### config.mk
export PLATFORM = sky130hd
export DESIGN_NAME = spike_buf
export DESIGN_NICKNAME = d
export VERILOG_FILES = /design/src/rtl/spike_buf_pkg.sv /design/src/rtl/spike_buf_mem.sv /design/src/rtl/spike_buf.sv
export SDC_FILE = /design/constraint.sdc
export NUM_CORES = 1
export LEC_CHECK = 0
export BUFFER_PORTS_ARGS = -buffer_cell sky130_fd_sc_hd__buf_4
export CAP_MARGIN = 5
export CELL_PAD_IN_SITES_DETAIL_PLACEMENT = 1
export CELL_PAD_IN_SITES_GLOBAL_PLACEMENT = 2
export CORE_ASPECT_RATIO = 1.25
export CORE_MARGIN = 2
export CORE_UTILIZATION = 45
export CTS_CLUSTER_SIZE = 16
export DETAILED_ROUTE_END_ITERATION = 8
export PLACE_DENSITY_LB_ADDON = 0.1
export SYNTH_ARGS = -nofsm -noshare
export SYNTH_HDL_FRONTEND = slang
export SYNTH_HIERARCHICAL = 1
export SYNTH_SLANG_ARGS = --single-unit
### constraint.sdc
create_clock -name clk -period 6 [get_ports clk]
set_input_delay 0.3 -clock clk [delete_from_list [all_inputs] [get_ports clk]]
set_output_delay 0.3 -clock clk [all_outputs]
set_load 0.02 [all_outputs]
### src/rtl/spike_buf_pkg.sv
// Neuron-wide spike packet constants and field layout shared by the router
// ejection path, the spike buffer and the axon decoder.
package spike_buf_pkg;

  localparam int FLIT_SIZE          = 4;
  localparam int PACKET_SIZE        = 32;
  localparam int FLITS_PER_PACKET   = PACKET_SIZE / FLIT_SIZE;

  localparam int X_ADDRESS_LENGTH   = 8;
  localparam int Y_ADDRESS_LENGTH   = 8;
  localparam int AXON_CNT_BIT_WIDTH = 8;

  localparam int X_ADDRESS_OFFSET   = 0;
  localparam int Y_ADDRESS_OFFSET   = X_ADDRESS_OFFSET + X_ADDRESS_LENGTH;
  localparam int AXON_ID_OFFSET     = 16;

  typedef struct packed {
    logic [PACKET_SIZE-AXON_ID_OFFSET-AXON_CNT_BIT_WIDTH-1:0] rsvd;
    logic [AXON_CNT_BIT_WIDTH-1:0]                            axon_id;
    logic [Y_ADDRESS_LENGTH-1:0]                              y_addr;
    logic [X_ADDRESS_LENGTH-1:0]                              x_addr;
  } spike_pkt_t;

endpackage

### src/rtl/spike_buf_mem.sv
// Flit storage for spike_buf: one flit-wide write port and a combinational
// read port returning a whole packet (lane 0 in the low bits).
module spike_buf_mem
  import spike_buf_pkg::*;
#(
  parameter int FLIT_W = FLIT_SIZE,
  parameter int FPP    = FLITS_PER_PACKET,
  parameter int DEPTH  = 16
) (
  input  logic                          clk,
  input  logic                          wr_en,
  input  logic [$clog2(DEPTH*FPP)-1:0]  wr_addr,
  input  logic [FLIT_W-1:0]             wr_data,
  input  logic [$clog2(DEPTH)-1:0]      rd_pkt,
  output logic [FLIT_W*FPP-1:0]         rd_data
);

  localparam int ADDR_W = $clog2(DEPTH*FPP);
  localparam int LANE_W = $clog2(FPP);

  logic [FLIT_W-1:0] mem_r [DEPTH][FPP];

  // Flit write; upper address bits select the packet row, lower bits the lane.
  always_ff @(posedge clk) begin
    if (wr_en) begin
      mem_r[wr_addr[ADDR_W-1:LANE_W]][wr_addr[LANE_W-1:0]] <= wr_data;
    end
  end

  for (genvar i = 0; i < FPP; i++) begin : g_lane
    assign rd_data[i*FLIT_W +: FLIT_W] = mem_r[rd_pkt][i];
  end

endmodule

### src/rtl/spike_buf.sv
// Flit-to-packet width-converting FIFO between the router ejection port and
// the spike register; a packet is visible only once all its flits are stored.
module spike_buf #(
  parameter int FLIT_SIZE   = spike_buf_pkg::FLIT_SIZE,
  parameter int PACKET_SIZE = spike_buf_pkg::PACKET_SIZE,
  parameter int DEPTH       = 16
) (
  input  logic                   clk,
  input  logic                   rst_n,
  input  logic                   wrreq,
  input  logic [FLIT_SIZE-1:0]   data,
  input  logic                   rdreq,
  output logic [PACKET_SIZE-1:0] q,
  output logic                   rdempty,
  output logic                   wrfull
);
  import spike_buf_pkg::*;

  localparam int FPP    = PACKET_SIZE / FLIT_SIZE;
  localparam int SLOTS  = DEPTH * FPP;
  localparam int ADDR_W = $clog2(SLOTS);
  localparam int PKT_W  = $clog2(DEPTH);
  localparam int CNT_W  = ADDR_W + 1;

  logic [ADDR_W-1:0]      wr_ptr_r;
  logic [PKT_W-1:0]       rd_pkt_r;
  logic [CNT_W-1:0]       count_r;
  logic [CNT_W-1:0]       count_nxt_s;
  logic                   rdempty_r;
  logic                   wrfull_r;
  logic [PACKET_SIZE-1:0] q_r;
  logic [PACKET_SIZE-1:0] rd_data_s;
  logic                   wr_acc_s;
  logic                   rd_acc_s;

  spike_buf_mem #(
    .FLIT_W (FLIT_SIZE),
    .FPP    (FPP),
    .DEPTH  (DEPTH)
  ) u_mem (
    .clk     (clk),
    .wr_en   (wr_acc_s),
    .wr_addr (wr_ptr_r),
    .wr_data (data),
    .rd_pkt  (rd_pkt_r),
    .rd_data (rd_data_s)
  );

  // Accept decisions use the registered flags, so a read never frees room for a same-cycle write.
  always_comb begin
    wr_acc_s    = wrreq && !wrfull_r;
    rd_acc_s    = rdreq && !rdempty_r;
    count_nxt_s = count_r;
    if (wr_acc_s && rd_acc_s) begin
      count_nxt_s = count_r - CNT_W'(FPP - 1);
    end else if (wr_acc_s) begin
      count_nxt_s = count_r + CNT_W'(1);
    end else if (rd_acc_s) begin
      count_nxt_s = count_r - CNT_W'(FPP);
    end else begin
      count_nxt_s = count_r;
    end
  end

  // Pointers, flit count, registered flags and the output packet register.
  always_ff @(posedge clk or negedge rst_n) begin
    if (!rst_n) begin
      wr_ptr_r  <= '0;
      rd_pkt_r  <= '0;
      count_r   <= '0;
      q_r       <= '0;
      rdempty_r <= 1'b1;
      wrfull_r  <= 1'b0;
    end else begin
      if (wr_acc_s) begin
        wr_ptr_r <= wr_ptr_r + ADDR_W'(1);
      end
      if (rd_acc_s) begin
        rd_pkt_r <= rd_pkt_r + PKT_W'(1);
        q_r      <= rd_data_s;
      end
      count_r   <= count_nxt_s;
      rdempty_r <= (count_nxt_s < CNT_W'(FPP));
      wrfull_r  <= (count_nxt_s == CNT_W'(SLOTS));
    end
  end

  assign q       = q_r;
  assign rdempty = rdempty_r;
  assign wrfull  = wrfull_r;

endmodule

======== Yosys cells after proc, flatten, opt, wreduce, memory -nomap -nowiden ========
Memory sizes are Yosys's and may differ from the RTL's. A register that Yosys moved wholly into a read port is not among the register bits.
Cells that the tools add are included.
W data, S select, Z words.
word-level totals
  register bits ........................... 21
  latch bits .............................. 0
  memory bits (writable) .................. 512
  bits in read-only memories .............. 0
  input port bits ......................... 8
  output and inout port bits .............. 34
  memories ................................ 1
memories
  memory       depth  bits a word  rd ports  clocked after Yosys merged registers in  wr ports  line                 source
  u_mem.mem_r  16     32           1         1                                        1         spike_buf_mem.sv:21  logic [FLIT_W-1:0] mem_r [DEPTH][FPP];
operators by class
  add/sub/neg operators ................... 5
  multiply operators ...................... 0
  divide/modulo/power cells ............... 0
  order comparisons ....................... 3
  equal/unequal tests ..................... 1
  shifts and indexed selects .............. 0
  multiplexer cells ....................... 7
  bitwise logic cells ..................... 1
  reductions and logical operators ........ 7
operators by type and width
  kind                   count
  $mux W32               1
  $mux W8                3
  $demux W4 S3           1
  $add A8 B1 Y8 const B  1
  $eq A8 B8 Y1 const B   1
  $lt A8 B4 Y1 const B   1
  $sub A8 B3 Y8 const B  1
  $sub A8 B4 Y8 const B  1
  $add A7 B1 Y7 const B  1
  $add A4 B1 Y4 const B  1
  $ge A4 B4 Y1 const B   1
  $logic_and A1 B1 Y1    4
  $lt A4 B1 Y1 const B   1
  $mux W4                1
  $not A3 Y4             1
  $logic_not A1 Y1       3
  $mux W1                1

======== Depth between registers and ports, before layout ========
Gate-level depths: netlist (run 1).
  depth in word-level cells ............... 6
  mapped depth ............................ 8
  mapped depth without buffers ............ 8

======== Cells and area by module ========
The synthesis (run 1) kept the hierarchy.
by module, submodules not included
  module         instances  cells each  area each (um2)  sequential area each (um2)
  spike_buf_mem  1          953         19,759.0         15,374.7
  spike_buf      1          241         2,306.0          1,327.5

======== Worst setup path after synthesis (run 1) ========
OpenSTA, ideal clock, no wires.
  path type ............................... register to register
  start ................................... register wrfull_r, in the netlist wrfull
  end ..................................... memory u_mem/mem_r[15][4] (netlist bit), enable pin
  data arrival time ....................... 2.020 ns
  slack ................................... 3.650 ns
  cell stages (with the launch flop) ...... 8
  buffers on the path ..................... 3
  clock period less this slack ............ 2.350 ns
  cell sequence ........................... dfrtp_1 > and2b_1 > buf_2 > buf_2 > nor2b_1 > nand3_1 > clkbuf_1 > nor2_1
between the ends
  longest elaborated chain between the ends .. 4
ends and longest elaborated chain
  what                            line                 source
  from (decl)                     spike_buf.sv:30      logic wrfull_r;
  from (signal assigned)          spike_buf.sv:84      wrfull_r <= (count_nxt_s == CNT_W'(SLOTS));
  $logic_not A1 Y1                spike_buf.sv:51      wr_acc_s = wrreq && !wrfull_r;
  $logic_and A1 B1 Y1             spike_buf.sv:51
  via wr_acc_s                    spike_buf.sv:33      logic wr_acc_s;
  $mux W1                         spike_buf_mem.sv:25  if (wr_en) begin
  $mux W32 (implied by the code)  spike_buf_mem.sv:26  mem_r[wr_addr[ADDR_W-1:LANE_W]][wr_addr[LANE_W-1:0]] <= wr_data;
  to (decl)                       spike_buf_mem.sv:21
The timed path passes the listed nets, and every way through them passes these cells.

==> results of run 1 <==
cell families after synthesis:
logic type / after synthesis
adder cells (fa/ha/maj): 6
AO/OA/AOI/OAI: 76
multiplexers: 130
XOR/XNOR: 16
flip-flops: 565
buffers and inverters: 67
AND/OR/NAND/NOR: 334
power by group:
part / leakage (nW) / switching (mW) / internal [mW]
clock: 0.877 / 1.46 / 2.02
combinational: 1.99 / 1.76 / 1.28
sequential: 5.25 / 0.350 / 4.54
timing repair:
action                                  in CTS  in global routing
setup buffers                                0                  0
endpoints found under the setup margin       0                  0
hold endpoints to repair                    52                  0
hold buffers                                 1                  0
state kept, by name (all words and copies together), names as in the netlist:
| signal | count |
|---|---|
| wrfull | 1 |
| rd_pkt_r | 4 |
| count_r | 8 |
| wr_ptr_r | 7 |
| u_mem/mem_r | 512 |
| q | 32 |
| rdempty | 1 |
metal layers:
layer / vias up / global-route usage, % / routed length, um / share of wire, %
met1: 5906 / 30.0 / 23200 / 43
met4: 0 / 6.79 / 1410 / 2.6
met3: 77 / 3.25 / 2420 / 4.5
met5: - / 0 / 0 / 0
met2: 283 / 36.1 / 26900 / 50
li1: 4805 / - / - / -
final timing paths:
kind / cells past startpoint / start / slack, ps / end
worst max-delay path: 6 / rd_pkt_r[0]$_DFFE_PN0P_ / 3140 / q[18]$_DFFE_PN0P_
worst min-delay path: 1 / data[0] / 160 / u_mem/mem_r[12][4]$_DFFE_PP_
worst max register to register: 6 / rd_pkt_r[0]$_DFFE_PN0P_ / 3140 / q[18]$_DFFE_PN0P_
worst min register to register: 2 / q[7]$_DFFE_PN0P_ / 480 / q[7]$_DFFE_PN0P_
max in group asynchronous: 2 / rst_n / 4960 / rd_pkt_r[1]$_DFFE_PN0P_
min in group asynchronous: 2 / rst_n / 370 / q[1]$_DFFE_PN0P_
cell usage in the layout (no fill, tap or decap), drive strengths merged, types with 4 or more instances in the layout:
cell type,instances
xor2,5
inv,6
nand2,155
nor2,137
a22oi,64
dfrtp,52
buf,57
nand4,9
bufinv,6
clkinvlp,4
xnor2,11
edfxtp,512
ha,6
mux4,128
clkinv,22
nor2b,10
clkbuf,72
nand3,12
critical path: stages, from the launching register on:
cell     delay [ps]
dfrtp_4         910
buf_4           660
mux4_2          600
a22oi_1         310
nand2_1          90
nand2_1          60
nand2_1          50
layout make-up:
type	instances	area, um^2	area share, %
clock inverter	34	319	1.28
timing repair buffer	58	450	1.81
inverter	4	15.0	0.0604
clock buffer	72	1500	6.04
multi-input combinational	562	5070	20.4
sequential	565	16700	67.2
tap	644	806	3.24
==> summary.md, run 1 <==
| Metric | Value |
|---|---|
| First-pass GRT wire length | `a little over 80 mm` |
| Critical Path Sink Type | `flop` |
| Post-synthesis mux area share | `13.2%` |
| Pleak | `8.11 nW` |
| Number of global-route vias before repair | `12.0k` |
| Number of antenna violations at the first check in global routing | `0` |
| Average routed wire per standard cell | `27.8 um` |
| Post-Synth Simple-Gate Area | `6.18%` |
| Total clock sinks | `565` |
| Worst Hold Slack | `156 ps` |
| Final period utilization | `47.6%` |
| Starting Density | `45.7%` |
| Synth cell count leaders | `edfxtp_1 (512), nand2_1 (154), nor2_1 (137)` |
| Count leader, synth | `edfxtp_1` |
| Area grow syn2layout | `12.7%` |
| RSZ-0062 raised after global routing | `false` |
| Design area | `24900 um^2` |
| Setup violators final | `0` |
| Worst setup margin | `roughly 3100 ps` |
| Slew Limit Fails | `0` |
| Total GRT Usage | `21.8%` |
| Finished Layout Cells | `1939` |
| Mapped Cells | `1194` |
| Final hold vios | `0` |
| Area leader, netlist | `edfxtp_1` |
| DP HPWL | `31.6 mm` |
| Total core area | `48300 um^2` |
| Largest family of logic cells by synthesized area | `multiplexers` |
| Worst hold path type | `in -> reg` |
| Maximum vdd ir drop | `0.297 mV` |
| Cell Pwr Density | `between 400 and 500 nW/um^2` |
| Sequential share of the synthesized area | `75.7%` |
| Critical path arrival | `3350 ps` |
| Max Cap Viol | `0` |
| Boundary Pins | `42` |
| Post-synthesis compound-gate area fraction | `2.59%` |
| Distinct cells, synth | `43` |
| Pre-CTS setup slack | `3080 ps` |
| Final cell utilization of the core | `51.5%` |
| Normalized max-slew margin | `30.5%` |
| Drt via density | `roughly 5.7` |
| Placed Instances | `1832` |
| Die area | `slightly above 50000 um^2` |
| Nets@finish | `1261` |
| Row count | `90` |
| Critical Path RT | `around 6500 ps` |
| Routed WL | `53.9 mm` |
| Peak Freq | `350 MHz` |
| Startpoint types | `flop` |
| Final Total Pwr | `between 10 and 15 mW` |
| EDFF count, synth | `512` |
| Die height | `252 um` |
| Cts repair resizes | `0` |
| Final setup TNS | `0 ps` |
| H-tree depth | `2` |
| Syn_nets | `1208` |
| Top cells by area, synth | `edfxtp_1 (70%), mux4_2 (13%), dfrtp_1 (5.9%)` |
| Fill cells | `4367` |
| Diode count | `0` |
| Clock Tree Root | `clkbuf_16` |
| Critical Path Fanout Max | `36` |
| Via count | `approximately 11k` |
| DP Area | `23000 um^2` |
| XOR/XNOR Fraction of Synth Area | `0.669%` |
| ANT nets after route | `0` |
| IO buf count | `41` |
| Worst-Skew Late Latency | `600 ps` |
| Pin count of the biggest net entering global routing | `between 90 and 100` |
| CTS max path bufs | `3` |
| Synth top area share | `69.7%` |
| Mapped Area | `22100 um^2` |
| TritonCTS clock tree | `done` |
| Outcome | `completed` |
| Register bit total from synthesis | `between 500 and 600` |
| Congestion Overflow GR | `0` |
| Slew of the pin with the lowest slew margin | `1040 ps` |
| Critical path class | `reg -> reg` |
| Mean Syn Cell Area | `~18 um^2` |
| Die W | `202 um` |
| Synth warn | `6` |
| 1st-iter DRT viols | `a little under 800` |
| Remaining DRCs | `0` |
| Gpl congestion | `between 0.7 and 0.8` |
| Share of flip-flops with an asynchronous set or reset | `9.38%` |
| TritonCTS Buffers | `56` |
| Period minus WS final | `roughly 2900 ps` |
| Most used DFF post-synth | `edfxtp_1` |
| Post-synthesis adder-cell area fraction | `0.340%` |
| Fraction of layout cells with a size suffix above 1 | `between 20% and 30%` |
| Clock transition at path regs | `60 ps` |
| Drt pass-1 iters | `5` |
| Final Skew | `roughly 22 ps` |
No activity file was read; power rests on OpenSTA's default activity.
==> inputs of run 2 (changes only) <==
--- a/config.mk
+++ b/config.mk
@@ -11,7 +11,7 @@
 export CELL_PAD_IN_SITES_GLOBAL_PLACEMENT = 2
 export CORE_ASPECT_RATIO = 1.25
 export CORE_MARGIN = 2
-export CORE_UTILIZATION = 45
+export CORE_UTILIZATION = 44
 export CTS_CLUSTER_SIZE = 16
 export DETAILED_ROUTE_END_ITERATION = 8
 export PLACE_DENSITY_LB_ADDON = 0.1
==> constraint.sdc (replaced) <==
create_clock -name clk -period 2.4 [get_ports clk]
set_input_delay 0.12 -clock clk [delete_from_list [all_inputs] [get_ports clk]]
set_output_delay 0.12 -clock clk [all_outputs]
set_load 0.02 [all_outputs]
==> run 2 against run 1 <==
Routed wire length rose by 1.3%. Non-clock buffer count rose by 131. Utilization rose by 1.3 points. Critical path depth did not move. Via count rose by 2.8%. Sequential cell count did not move. Fmax rose by 32%. Clock-buffer cell count fell by 5. First-iteration DRC count rose by 26%. Global-route usage rose by 0.069 points. Worst setup slack got worse by 2900 ps. Sequential share of layout area fell by 3.1 points.
==> summary.md, run 2 (synthesis gave the netlist of run 1 again) <==
| Metric | Value |
|---|---|
| Outcome | `completed` |
| Hold Startpoint | `data[3]` |
| Total clock sinks | `565` |
| Pleak | `8.85 nW` |
| Commonest non-fill, non-tap cell in the layout | `edfxtp_1` |
| Average routed wire per standard cell | `about 26 um` |
| Row count | `91` |
| Critical path class | `reg -> reg` |
| Max Cap Viol | `0` |
| Critical Path Sink Type | `flop` |
| Die area | `around 52000 um^2` |
| Critical Path Fanout Max | `10` |
| Remaining DRCs | `0` |
| Total GRT Usage | `21.8%` |
| Final setup TNS | `0 ps` |
| TritonCTS clock tree | `done` |
| Total core area | `49400 um^2` |
| Critical Path RT | `~2700 ps` |
| Worst hold path type | `in -> reg` |
| Via count | `11.4k` |
| Normalized max-slew margin | `42.8%` |
| Setup Fix Bufs, Post-CTS | `0` |
| Routed WL | `between 50 and 60 mm` |
| Final period utilization | `90.1%` |
| Boundary Pins | `42` |
| IO buf count | `41` |
| Buf/Inv on CP | `2` |
| Starting Density | `44.7%` |
| RSZ-0062 raised after global routing | `false` |
| Maximum vdd ir drop | `0.660 mV` |
| Most frequent cells in the layout | `edfxtp_1 (512), buf_4 (172), nand2_1 (153), nor2_1 (136), mux4_2 (128)` |
| ANT nets after route | `0` |
| Die height | `about 250 um` |
| Final Skew | `27.1 ps` |
| Slew Limit Fails | `0` |
| Slew of the pin with the lowest slew margin | `858 ps` |
| Final cell utilization of the core | `52.8%` |
| Worst path slowest cell | `nor2b_1` |
| Pin count of the biggest net entering global routing | `63` |
| Die W | `a little over 200 um` |
| Cell Pwr Density | `1130 nW/um^2` |
| FF-to-FF path depth | `6` |
| Fraction of layout cells with a size suffix above 1 | `between 20 and 30%` |
| First-pass GRT wire length | `between 80 and 90 mm` |
| Worst Hold Endpoint | `u_mem/mem_r[2][7]$_DFFE_PP_` |
| Reg2reg end | `u_mem/mem_r[11][23]$_DFFE_PP_` |
| Setup slack, reg-to-reg | `240 ps` |
| Crit-path leading delay family | `simple AND/OR/NAND/NOR gates` |
| 1st-iter DRT viols | `~970` |
| Diode count | `0` |
| Number of antenna violations at the first check in global routing | `0` |
| Peak Freq | `roughly 460 MHz` |
| DP HPWL | `35.1 mm` |
| TritonCTS Buffers | `54` |
| Setup violators final | `0` |
| Area grow syn2layout | `18.2%` |
| CTS max path bufs | `3` |
| Worst-Skew Late Latency | `just over 600 ps` |
| Max incr delay on CP | `400 ps` |
| Top cell by count, worst path | `buf_4` |
| Clock Tree Root | `clkbuf_16` |
| Number of global-route vias before repair | `roughly 12k` |
| Hold depth | `1` |
| Drt via density | `5.49` |
| Nets@finish | `1390` |
| Gpl congestion | `between 0.7 and 0.8` |
| Final Total Pwr | `between 20 and 30 mW` |
| Startpoint types | `flop` |
| Clock transition at path regs | `approximately 60 ps` |
| H-tree depth | `2` |
| Drt pass-1 iters | `5` |
| Congestion Overflow GR | `0` |
| Reg2Reg Launch Point | `wrfull$_DFF_PN0_` |
| Period minus WS final | `2160 ps` |
| Critical path arrival | `2490 ps` |
| Number of flip-flops under the largest register name | `512` |
| Cell breakdown of the critical path | `and2b_1 -> nor2b_1 -> nand2_2 -> buf_4 -> nor2_1 -> buf_4` |
| Final hold vios | `0` |
run 2: stage by stage:
step / setup slack (ps) / hold slack [ps] / cell area (um^2) / instances
floorplan: 49.8 / -176 / 22100 / 1194
global placement: 117 / 277 / 24200 / 1968
detailed placement: 71.6 / 265 / 24200 / 1968
CTS: 66.9 / 8.00 / 26100 / 2073
global route: 92.5 / 32.0 / 26100 / 2073
finish: 237 / 26.5 / 26100 / 2073
run 2: report_power, final:
group          switching, mW  total, mW  internal [mW]  leakage [nW]
registers              0.664       12.0           11.4          5.25
logic                   4.79       8.52           3.73          2.70
clock network           3.66       8.95           5.29         0.906
total                   9.11       29.5           20.4          8.85
run 2: how the worst max path moves through the flow:
stage                                 from                             to  cells past startpoint
after floorplan           wrfull$_DFF_PN0_   u_mem/mem_r[15][4]$_DFFE_PP_                      7
after global placement    wrfull$_DFF_PN0_  u_mem/mem_r[10][21]$_DFFE_PP_                      6
after detailed placement  wrfull$_DFF_PN0_  u_mem/mem_r[11][22]$_DFFE_PP_                      6
after CTS                 wrfull$_DFF_PN0_  u_mem/mem_r[11][22]$_DFFE_PP_                      6
after global routing      wrfull$_DFF_PN0_   u_mem/mem_r[15][6]$_DFFE_PP_                      5
final                     wrfull$_DFF_PN0_  u_mem/mem_r[11][23]$_DFFE_PP_                      6
run 2: repair_timing:
| item | 4_1_cts | 5_1_grt |
|---|---|---|
| resized for setup | 0 | 1 |
| hold endpoints to repair | 73 | 0 |
| hold buffers | 3 | 0 |
| endpoints found under the setup margin | 0 | 28 |
run 2: worst reg2reg max path, stage by stage (launching register included):
cell and delay [ps]:
dfrtp_1 370, and2b_1 340, nor2b_1 400, nand2_2 270, buf_4 230, nor2_1 130
buf_4 150
run 2: area by class of cell:
cell class                      count  area (um^2)
Tap cell                          651          815
Multi-Input combinational cell    562         5070
Fill cell                        4533        23300
Inverter                            4         15.0
Sequential cell                   565        16700
Clock buffer                       67         1420
Timing Repair Buffer              189         1600
Clock inverter                     35          444
run 2: metal layers:
layer,routed length [um],GRT usage [%]
met3,2120,3.68
met5,0,0
met1,22400,27.6
met2,28900,39.0
met4,1150,5.73
